$ cat config.mk
export PLATFORM = sky130hd
export DESIGN_NAME = conv_window_gen
export DESIGN_NICKNAME = d
export VERILOG_FILES = /design/src/rtl/conv_window_gen.sv
export SDC_FILE = /design/constraint.sdc
export NUM_CORES = 1
export LEC_CHECK = 0
export CAP_MARGIN = 5
export CORE_MARGIN = 2
export CORE_UTILIZATION = 45
export CTS_BUF_LIST = sky130_fd_sc_hd__clkbuf_8
export CTS_CLUSTER_DIAMETER = 100
export DETAILED_ROUTE_END_ITERATION = 10
export DONT_BUFFER_PORTS = 1
export GPL_TIMING_DRIVEN = 0
export SLEW_MARGIN = 20
export SYNTH_ARGS = -nofsm -noshare
export SYNTH_HDL_FRONTEND = slang
export SYNTH_SLANG_ARGS = --single-unit
$ cat constraint.sdc
create_clock -name clk -period 3.8 [get_ports clk]
set_input_delay 0.57 -clock clk [delete_from_list [all_inputs] [get_ports clk]]
set_output_delay 0.57 -clock clk [all_outputs]
set_load 0.03 [all_outputs]
$ cat src/rtl/conv_window_gen.sv
// conv_window_gen: turns a raster-order pixel stream into 3x3 "valid" convolution
// windows with output coordinates, using two row line buffers and a 3x3 tap array.
module conv_window_gen #(
    parameter int unsigned W       = 28,
    parameter int unsigned H       = 28,
    parameter int unsigned DATA_W  = 8,
    parameter int unsigned COORD_W = 5
) (
    input  logic               clk,
    input  logic               rst,
    input  logic               in_valid,
    output logic               in_ready,
    input  logic [DATA_W-1:0]  in_data,
    output logic               out_valid,
    input  logic               out_ready,
    output logic [DATA_W-1:0]  win0,
    output logic [DATA_W-1:0]  win1,
    output logic [DATA_W-1:0]  win2,
    output logic [DATA_W-1:0]  win3,
    output logic [DATA_W-1:0]  win4,
    output logic [DATA_W-1:0]  win5,
    output logic [DATA_W-1:0]  win6,
    output logic [DATA_W-1:0]  win7,
    output logic [DATA_W-1:0]  win8,
    output logic [COORD_W-1:0] out_i,
    output logic [COORD_W-1:0] out_j,
    output logic               frame_done
);

    localparam logic [COORD_W-1:0] COL_LAST = COORD_W'(W - 1);
    localparam logic [COORD_W-1:0] ROW_LAST = COORD_W'(H - 1);
    localparam logic [COORD_W-1:0] COORD_2  = COORD_W'(2);
    localparam logic [COORD_W-1:0] COORD_1  = COORD_W'(1);

    // Line buffers: lb1 holds the previous row, lb0 the row before it.
    logic [DATA_W-1:0] lb0 [W];
    logic [DATA_W-1:0] lb1 [W];

    logic [COORD_W-1:0] row;
    logic [COORD_W-1:0] col;
    logic [COORD_W-1:0] row_nxt;
    logic [COORD_W-1:0] col_nxt;
    logic               accept;
    logic               col_end;
    logic               row_end;
    logic               win_ok;
    logic [DATA_W-1:0]  lb0_rd;
    logic [DATA_W-1:0]  lb1_rd;

    // Upstream may push whenever the output register is free or being drained.
    assign in_ready = !out_valid || out_ready;
    assign accept   = in_valid && in_ready;

    // Old line-buffer contents at the current column form the new right tap column.
    assign lb0_rd = lb0[col];
    assign lb1_rd = lb1[col];

    // Raster position bookkeeping and window-validity decode.
    always_comb begin
        col_end = 1'b0;
        row_end = 1'b0;
        col_nxt = col;
        row_nxt = row;
        win_ok  = 1'b0;

        col_end = (col == COL_LAST);
        row_end = (row == ROW_LAST);
        win_ok  = (row >= COORD_2) && (col >= COORD_2);
        if (col_end) begin
            col_nxt = '0;
            row_nxt = row_end ? '0 : (row + COORD_1);
        end else begin
            col_nxt = col + COORD_1;
        end
    end

    // Line buffer update: the new pixel enters lb1, its displaced value ages into lb0.
    always_ff @(posedge clk) begin
        if (accept) begin
            lb1[col] <= in_data;
            lb0[col] <= lb1_rd;
        end
    end

    // Position counters; restart at pixel (0,0) after reset.
    always_ff @(posedge clk or negedge rst) begin
        if (!rst) begin
            row <= '0;
            col <= '0;
        end else if (accept) begin
            row <= row_nxt;
            col <= col_nxt;
        end
    end

    // Tap array shifts left one column per accepted pixel; taps double as outputs.
    always_ff @(posedge clk or negedge rst) begin
        if (!rst) begin
            win0 <= '0;
            win1 <= '0;
            win2 <= '0;
            win3 <= '0;
            win4 <= '0;
            win5 <= '0;
            win6 <= '0;
            win7 <= '0;
            win8 <= '0;
        end else if (accept) begin
            win0 <= win1;
            win1 <= win2;
            win2 <= lb0_rd;
            win3 <= win4;
            win4 <= win5;
            win5 <= lb1_rd;
            win6 <= win7;
            win7 <= win8;
            win8 <= in_data;
        end
    end

    // Output qualifier, coordinates and end-of-frame flag, held under backpressure.
    always_ff @(posedge clk or negedge rst) begin
        if (!rst) begin
            out_valid  <= 1'b0;
            out_i      <= '0;
            out_j      <= '0;
            frame_done <= 1'b0;
        end else if (accept) begin
            out_valid  <= win_ok;
            out_i      <= row - COORD_2;
            out_j      <= col - COORD_2;
            frame_done <= row_end && col_end;
        end else if (out_ready) begin
            out_valid  <= 1'b0;
            frame_done <= 1'b0;
        end
    end

endmodule

==> impl_results.md, run 1 <==
* Inserted Diodes at 0
* First drt pass iteration count at 5
* Peak VDD IR at 0.5242 mV
* Reg power frac at 0.465
* Clock share of power at 0.225
* Clock sinks at 542
* Fin crit share at 0.9765
* Max Freq at 269.5 MHz
* Post-synth cell types at 61
* Util after Layout at 0.5191
* Reg clk slew, reported paths at 0.06 ns
* Slew of the pin with the lowest slew margin at 1.023 ns
* Critical Path AT at 4.24 ns
* Skew-Pair Late Insertion Delay at 0.67 ns
* HP Class: primary input to register
* Fillers at 3,785
* Main combinational cell family by area after synthesis: multiplexers
* First-pass GRT wire length at 79,700 µm
* Synth warn at 0
* Slew HR at 0.3158
* Share of cells above drive strength 1 at 0.1916
* Cell taking the most area after synthesis: edfxtp_1
* Sequential Area at 0.01581 mm²
* Hold Startpoint: in_valid
* Part of the power in combinational logic at 0.310
* Post-Synth XOR/XNOR Area at 0.002477
* Die H at 221.1 µm
* Most used cell, CP: buf_2
* Switching share of power at 0.3766
* Die width at 221.1 µm
* Post-Synth Simple-Gate Area at 0.06658
* CP max FO at 17
* Routed len/inst at 26.17 µm
* Post-route cell area at 0.02417 mm²
* Clock Root Buffer: clkbuf_8
* Die area at 0.04890 mm²
* Final slew viol count at 0
* H-tree depth at 3
* Placed cell areas at 0.02246 mm²
* Delay of the slowest cell on the worst path at 0.71 ns
* Initial Utilization at 0.4557
* Vias post-DR at 11,820
* Vias in the first global route at 11,890
* Most frequent cell after synthesis: edfxtp_1
* Layout Nets at 1,434
* Internal at 12.56 mW
* Synth area leaders: edfxtp_1 (63%), dfrtp_1 (11%), mux2i_1 (5.1%), mux4_2 (4.5%), nand2_1 (3.9%)
* GRT Util Overall at 0.2231
* TritonCTS clock tree: built
* Placed wire-length estimate at 35,550 µm
* Pleak at 8.627 nW
* Final setup vio count at 0
* Multi-input logic area at 0.005095 mm²
* 1st-iter DRT viols at 1,365
* Proportion of synthesized area in mux cells at 0.1162
* Synth Area in Compound Gates at 0.04134
* Outcome: finished clean
* Asr flop ratio synth at 0.1734
* Gpl congestion at 0.8211
* Overall routed net length at 54,550 µm
* Yosys reg bits at 542
* Final ANT Viol Nets at 0
* Area grow syn2layout at 13.91%
* Core area at 0.04656 mm²
* PortBufs at 0
* Mapped Cells at 1,286
* Vias per Instance at 5.673
* Crit path launch: col[1]
* Critical Path Start Type: register
* Worst EP required at 4.33 ns
* I/O pin cnt at 97
* Mapped cell area at 0.02122 mm²
* Max Cap Viol at 0
* GRT Residual Overflow at 0
* Seq/Total Area, Yosys at 0.7450
* Largest net degree at the start of global routing at 95
* Final min period at 3.711 ns
* Slowest-stage cell, CP: nand4_1
* # DRC at 0
* Post-synth EDFFs at 448
* Critical path, cell by cell: buf_6 -> buf_2 -> buf_2 -> mux2i_1 -> nor2_1 -> o21ai_0 -> nand4_1 -> buf_8 -> mux2_2
* Setup Crit Path Kind: register to register
* Most used DFF post-synth: edfxtp_1
* NetSw at 7.589 mW
* Final Hold Vio Count at 0
* RR Startpoint: col[1]
* Row count at 79
* Fraction of the mapped netlist area in adder cells at 0.005898
* Sum of negative setup slack at 0 ns
* Regs by FF count: lb0 x224, lb1 x224
* Yosys top cell area share at 0.6341
* Most common library cells after synthesis: edfxtp_1 (448), nand2_1 (218), mux2i_1 (109)
* Worst Clk Skew at 0.02858 ns
* Min Hold Slack at 0.09687 ns
* CTS buffer count at 87
* Initial antenna violation count at 2
* Clock buffer depth at 3
* Syn Nets at 1,308
* Pwr dens at 833.8 mW/mm²
* Synth Area per Inst at 16.50 µm²
* Design Power at 20.15 mW
* Unrepaired setup endpoints after global routing: no
* CP endpoint kind: register
==> layout make-up <==
class / count / share of cell area
Buffer: 69 / 0.01807
Tap cell: 607 / 0.03143
Inverter: 11 / 0.001760
Sequential cell: 542 / 0.6540
Multi-Input combinational cell: 664 / 0.2108
Clock buffer: 93 / 0.05296
Clock inverter: 61 / 0.01123
Timing Repair Buffer: 37 / 0.01973
==> cells in the final DEF (no fill, tap or decap), drive strengths merged, types with 3 or more instances in the layout <==
cell    netlist  routed
nor2         52      52
nand2       218     218
a31oi         6       6
a222oi        6       6
and2          4       4
buf          40      75
a22oi         7       7
ha           10      10
a211oi        3       3
a21oi        11      11
xnor2         6       6
nor3          7       7
mux4         44      44
nor2b         4       4
o211ai        6       6
nand4         7       7
inv           9      45
nand3        21      21
dfrtp        94      94
o22ai        32      32
o21ai        28      28
nand2b        4       4
o22a          6       6
or3           5       5
clkbuf       29     122
a32oi         7       7
clkinv        2      25
mux2i       109     109
mux2         33      33
edfxtp      448     448
==> what timing repair did <==
action,CTS,global route
setup buffers,0,0
hold buffers,10,0
hold endpoints to repair,326,0
resized for setup,0,2
endpoints found under the setup margin,0,8
==> metrics by stage <==
stage	instances	worst slack, ns
6_report	2084	0.08921
3_5_place_dp	1920	0.1207
4_1_cts	2084	0.1673
3_3_place_gp	1893	-1.426
2_1_floorplan	1286	0.5205
5_1_grt	2084	0.01786
==> cells by family (layout without fill, tap and decap cells) <==
kind of cell | count (synthesis) | in the layout
AO/OA/AOI/OAI | 128 | 128
multiplexers | 186 | 186
adder cells (fa/ha/maj) | 10 | 10
flip-flops | 542 | 542
AND/OR/NAND/NOR | 334 | 334
buffers and inverters | 80 | 271
XOR/XNOR | 6 | 6
==> metal layers <==
metal  vias to the layer above  global-route usage  share of wire
met3                       101             0.06520          0.092
met2                       545              0.3424           0.46
met4                         4             0.06257          0.021
met1                      5995              0.3117           0.43
met5                         -                   0        0.00055
li1                       5178                   -              -
==> power groups by stage <==
stage	clock (mW)	combinational (mW)	sequential [mW]
after floorplan	0	3.61	9.35
after global placement	0	5.54	9.59
after detailed placement	0	6.13	9.51
after CTS	4.61	6.22	9.38
after global routing	4.88	6.65	9.46
final	4.53	6.25	9.37
==> final timing paths <==
| path | endpoint | slack, ns | depth (start not counted) |
|---|---|---|---|
| hold / removal | out_valid | 0.1 | 2 |
| max in group asynchronous | win8[1] | 2.87 | 2 |
| hold reg to reg | row[2] | 0.61 | 1 |
| setup / recovery | win5[3] | 0.09 | 9 |
| setup reg to reg | win5[3] | 0.09 | 9 |
| min in group asynchronous | win2[7] | 0.52 | 2 |
==> critical path, delay by kind of cell, from the launching register on <==
kind	cells	cell delay, ns
buffers and inverters	4	1.30
AOI/OAI and AO/OA	1	0.49
DFF	1	0.49
and+or+nand+nor	2	0.76
muxes	2	0.51
(Power assumes the default switching activity.)
==> inputs of run 2 (changes only) <==
==> constraint.sdc (replaced) <==
create_clock -name clk -period 3.2 [get_ports clk]
set_input_delay 0.48 -clock clk [delete_from_list [all_inputs] [get_ports clk]]
set_output_delay 0.48 -clock clk [all_outputs]
set_load 0.03 [all_outputs]
==> run 2 against run 1 <==
  * Cell count increased by 1.3%
  * Power increased by 20%
  * Utilization increased by 0.98 points
  * Sequential power increased by 18%
  * Global-route usage increased by 0.49 points
  * Critical endpoint is now lb0[23][7]
  * Highest routed layer is now met4
  * Wire length increased by 2.0%
  * Clock skew increased by 0.0089 ns
  * Design area increased by 1.9%
  * Register-to-register slack got worse by 0.02 ns
==> impl_results.md, run 2 (same netlist as run 1, synthesis figures left out) <==
* Outcome: finished clean
* Hold Startpoint: in_data[1]
* Setup Crit Path Kind: register to register
* Vias per Instance at 5.712
* Share of cells above drive strength 1 at 0.2106
* First drt pass iteration count at 6
* CP max FO at 14
* Initial antenna violation count at 0
* Largest net degree at the start of global routing at 95
* Final min period at 3.127 ns
* Placed wire-length estimate at 36,010 µm
* Critical Path Start Type: register
* Final setup vio count at 0
* # DRC at 0
* Pwr dens at 984.3 mW/mm²
* Multi-input logic area at 0.005171 mm²
* HP Class: primary input to register
* Crit path launch: col[1]
* Final ANT Viol Nets at 0
* Skew-Pair Late Insertion Delay at 0.67 ns
* Sum of negative setup slack at 0 ns
* Worst EP required at 3.43 ns
* CTS buffer count at 86
* Vias in the first global route at 12,130
* Critical Path AT at 3.36 ns
* Vias post-DR at 12,060
* GRT Residual Overflow at 0
* Slew HR at 0.2875
* Final slew viol count at 0
* GRT Util Overall at 0.2280
* Overall routed net length at 55,640 µm
* Clock Root Buffer: clkbuf_8
* I/O pin cnt at 97
* RR Startpoint: col[1]
* 1st-iter DRT viols at 1,176
* Most frequent cells in the layout: edfxtp_1 (448), nand2_1 (215), mux2i_1 (109)
* Layout Nets at 1,462
* Reg clk slew, reported paths at 0.07 ns
* Die width at 221.1 µm
* Clock sinks at 542
* Gpl congestion at 0.8177
* Pleak at 8.833 nW
* PortBufs at 0
* Final Hold Vio Count at 0
* Area grow syn2layout at 16.07%
* Row count at 79
* Sequential Area at 0.01581 mm²
* Post-route cell area at 0.02462 mm²
* Worst Clk Skew at 0.03747 ns
* Fin crit share at 0.9771
* Die H at 221.1 µm
* Peak VDD IR at 0.5942 mV
* Clock buffer depth at 3
* Most common cell after layout, fill and taps aside: edfxtp_1
* Fillers at 3,715
* Slew of the pin with the lowest slew margin at 1.065 ns
* Placed cell areas at 0.02248 mm²
* Inserted Diodes at 0
* Initial Utilization at 0.4557
* First-pass GRT wire length at 81,290 µm
* Regs by FF count: lb0 x224, lb1 x224
* Max Freq at 319.8 MHz
* Die area at 0.04890 mm²
* CP endpoint kind: register
* Design Power at 24.24 mW
* Routed len/inst at 26.35 µm
* H-tree depth at 3
* TritonCTS clock tree: built
* Max Cap Viol at 0
* Core area at 0.04656 mm²
* Unrepaired setup endpoints after global routing: no
run 2: cell type report:
class                   count  area share
inverters                  11    0.001728
repair buffers             66     0.03567
clock inverters            58    0.009197
plain buffers              68     0.01763
well taps                 607     0.03084
clock buffers              95     0.05310
multi-input cells         665      0.2100
flip-flops and latches    542      0.6418
run 2: final timing paths:
check | to | slack [ns] | cells after the start
min in group asynchronous | col[3] | 0.42 | 2
min reg2reg | out_i[1] | 0.60 | 1
min | win8[1] | 0.12 | 3
max | lb0[23][7] | 0.07 | 7
max reg2reg | lb0[23][7] | 0.07 | 7
max in group asynchronous | win6[6] | 2.35 | 2
run 2: critical path, cell delays in order, from the launching register on:
cell and delay [ns]:
dfrtp_1 0.48, buf_6 0.23, buf_4 0.22, buf_2 0.41
mux2i_1 0.23, o22ai_1 0.12, a211oi_2 0.46, o211ai_2 0.52
run 2: repair_timing:
| action | 4_1_cts | 5_1_grt |
|---|---|---|
| endpoints found under the setup margin | 388 | 205 |
| gates resized for setup | 9 | 6 |
| buffers inserted | 27 | 3 |
| hold buffers | 12 | 0 |
| hold endpoints to repair | 328 | 0 |
| gates cloned | 0 | 1 |
| pin swaps | 11 | 3 |
run 2: routing by layer:
| layer | vias to the layer above | global-route usage | wire length (µm) |
|---|---|---|---|
| met3 | 139 | 0.05431 | 4657 |
| met4 | 0 | 0.1039 | 2492 |
| met5 | - | 0 | 0 |
| li1 | 5249 | - | - |
| met2 | 576 | 0.3546 | 25770 |
| met1 | 6100 | 0.3063 | 22720 |
run 2: where the power goes:
group	switching (mW)	internal [mW]	total, mW
Sequential	1.53	9.60	11.1
Clock	2.61	2.70	5.32
Combinational	5.03	2.76	7.79
run 2: stage by stage:
stage / std cells / setup WS, ns / utilization / hold WS, ns
3_3_place_gp: 1893 / -1.040 / 0.4723 / 0.1862
4_1_cts: 2109 / -0.006589 / 0.5276 / 0.06960
5_1_grt: 2112 / 0.006376 / 0.5289 / 0.08933
2_1_floorplan: 1286 / 0.4204 / - / 0.1844
3_5_place_dp: 1917 / -0.4613 / 0.4828 / 0.1862
6_report: 2112 / 0.07323 / 0.5289 / 0.1249
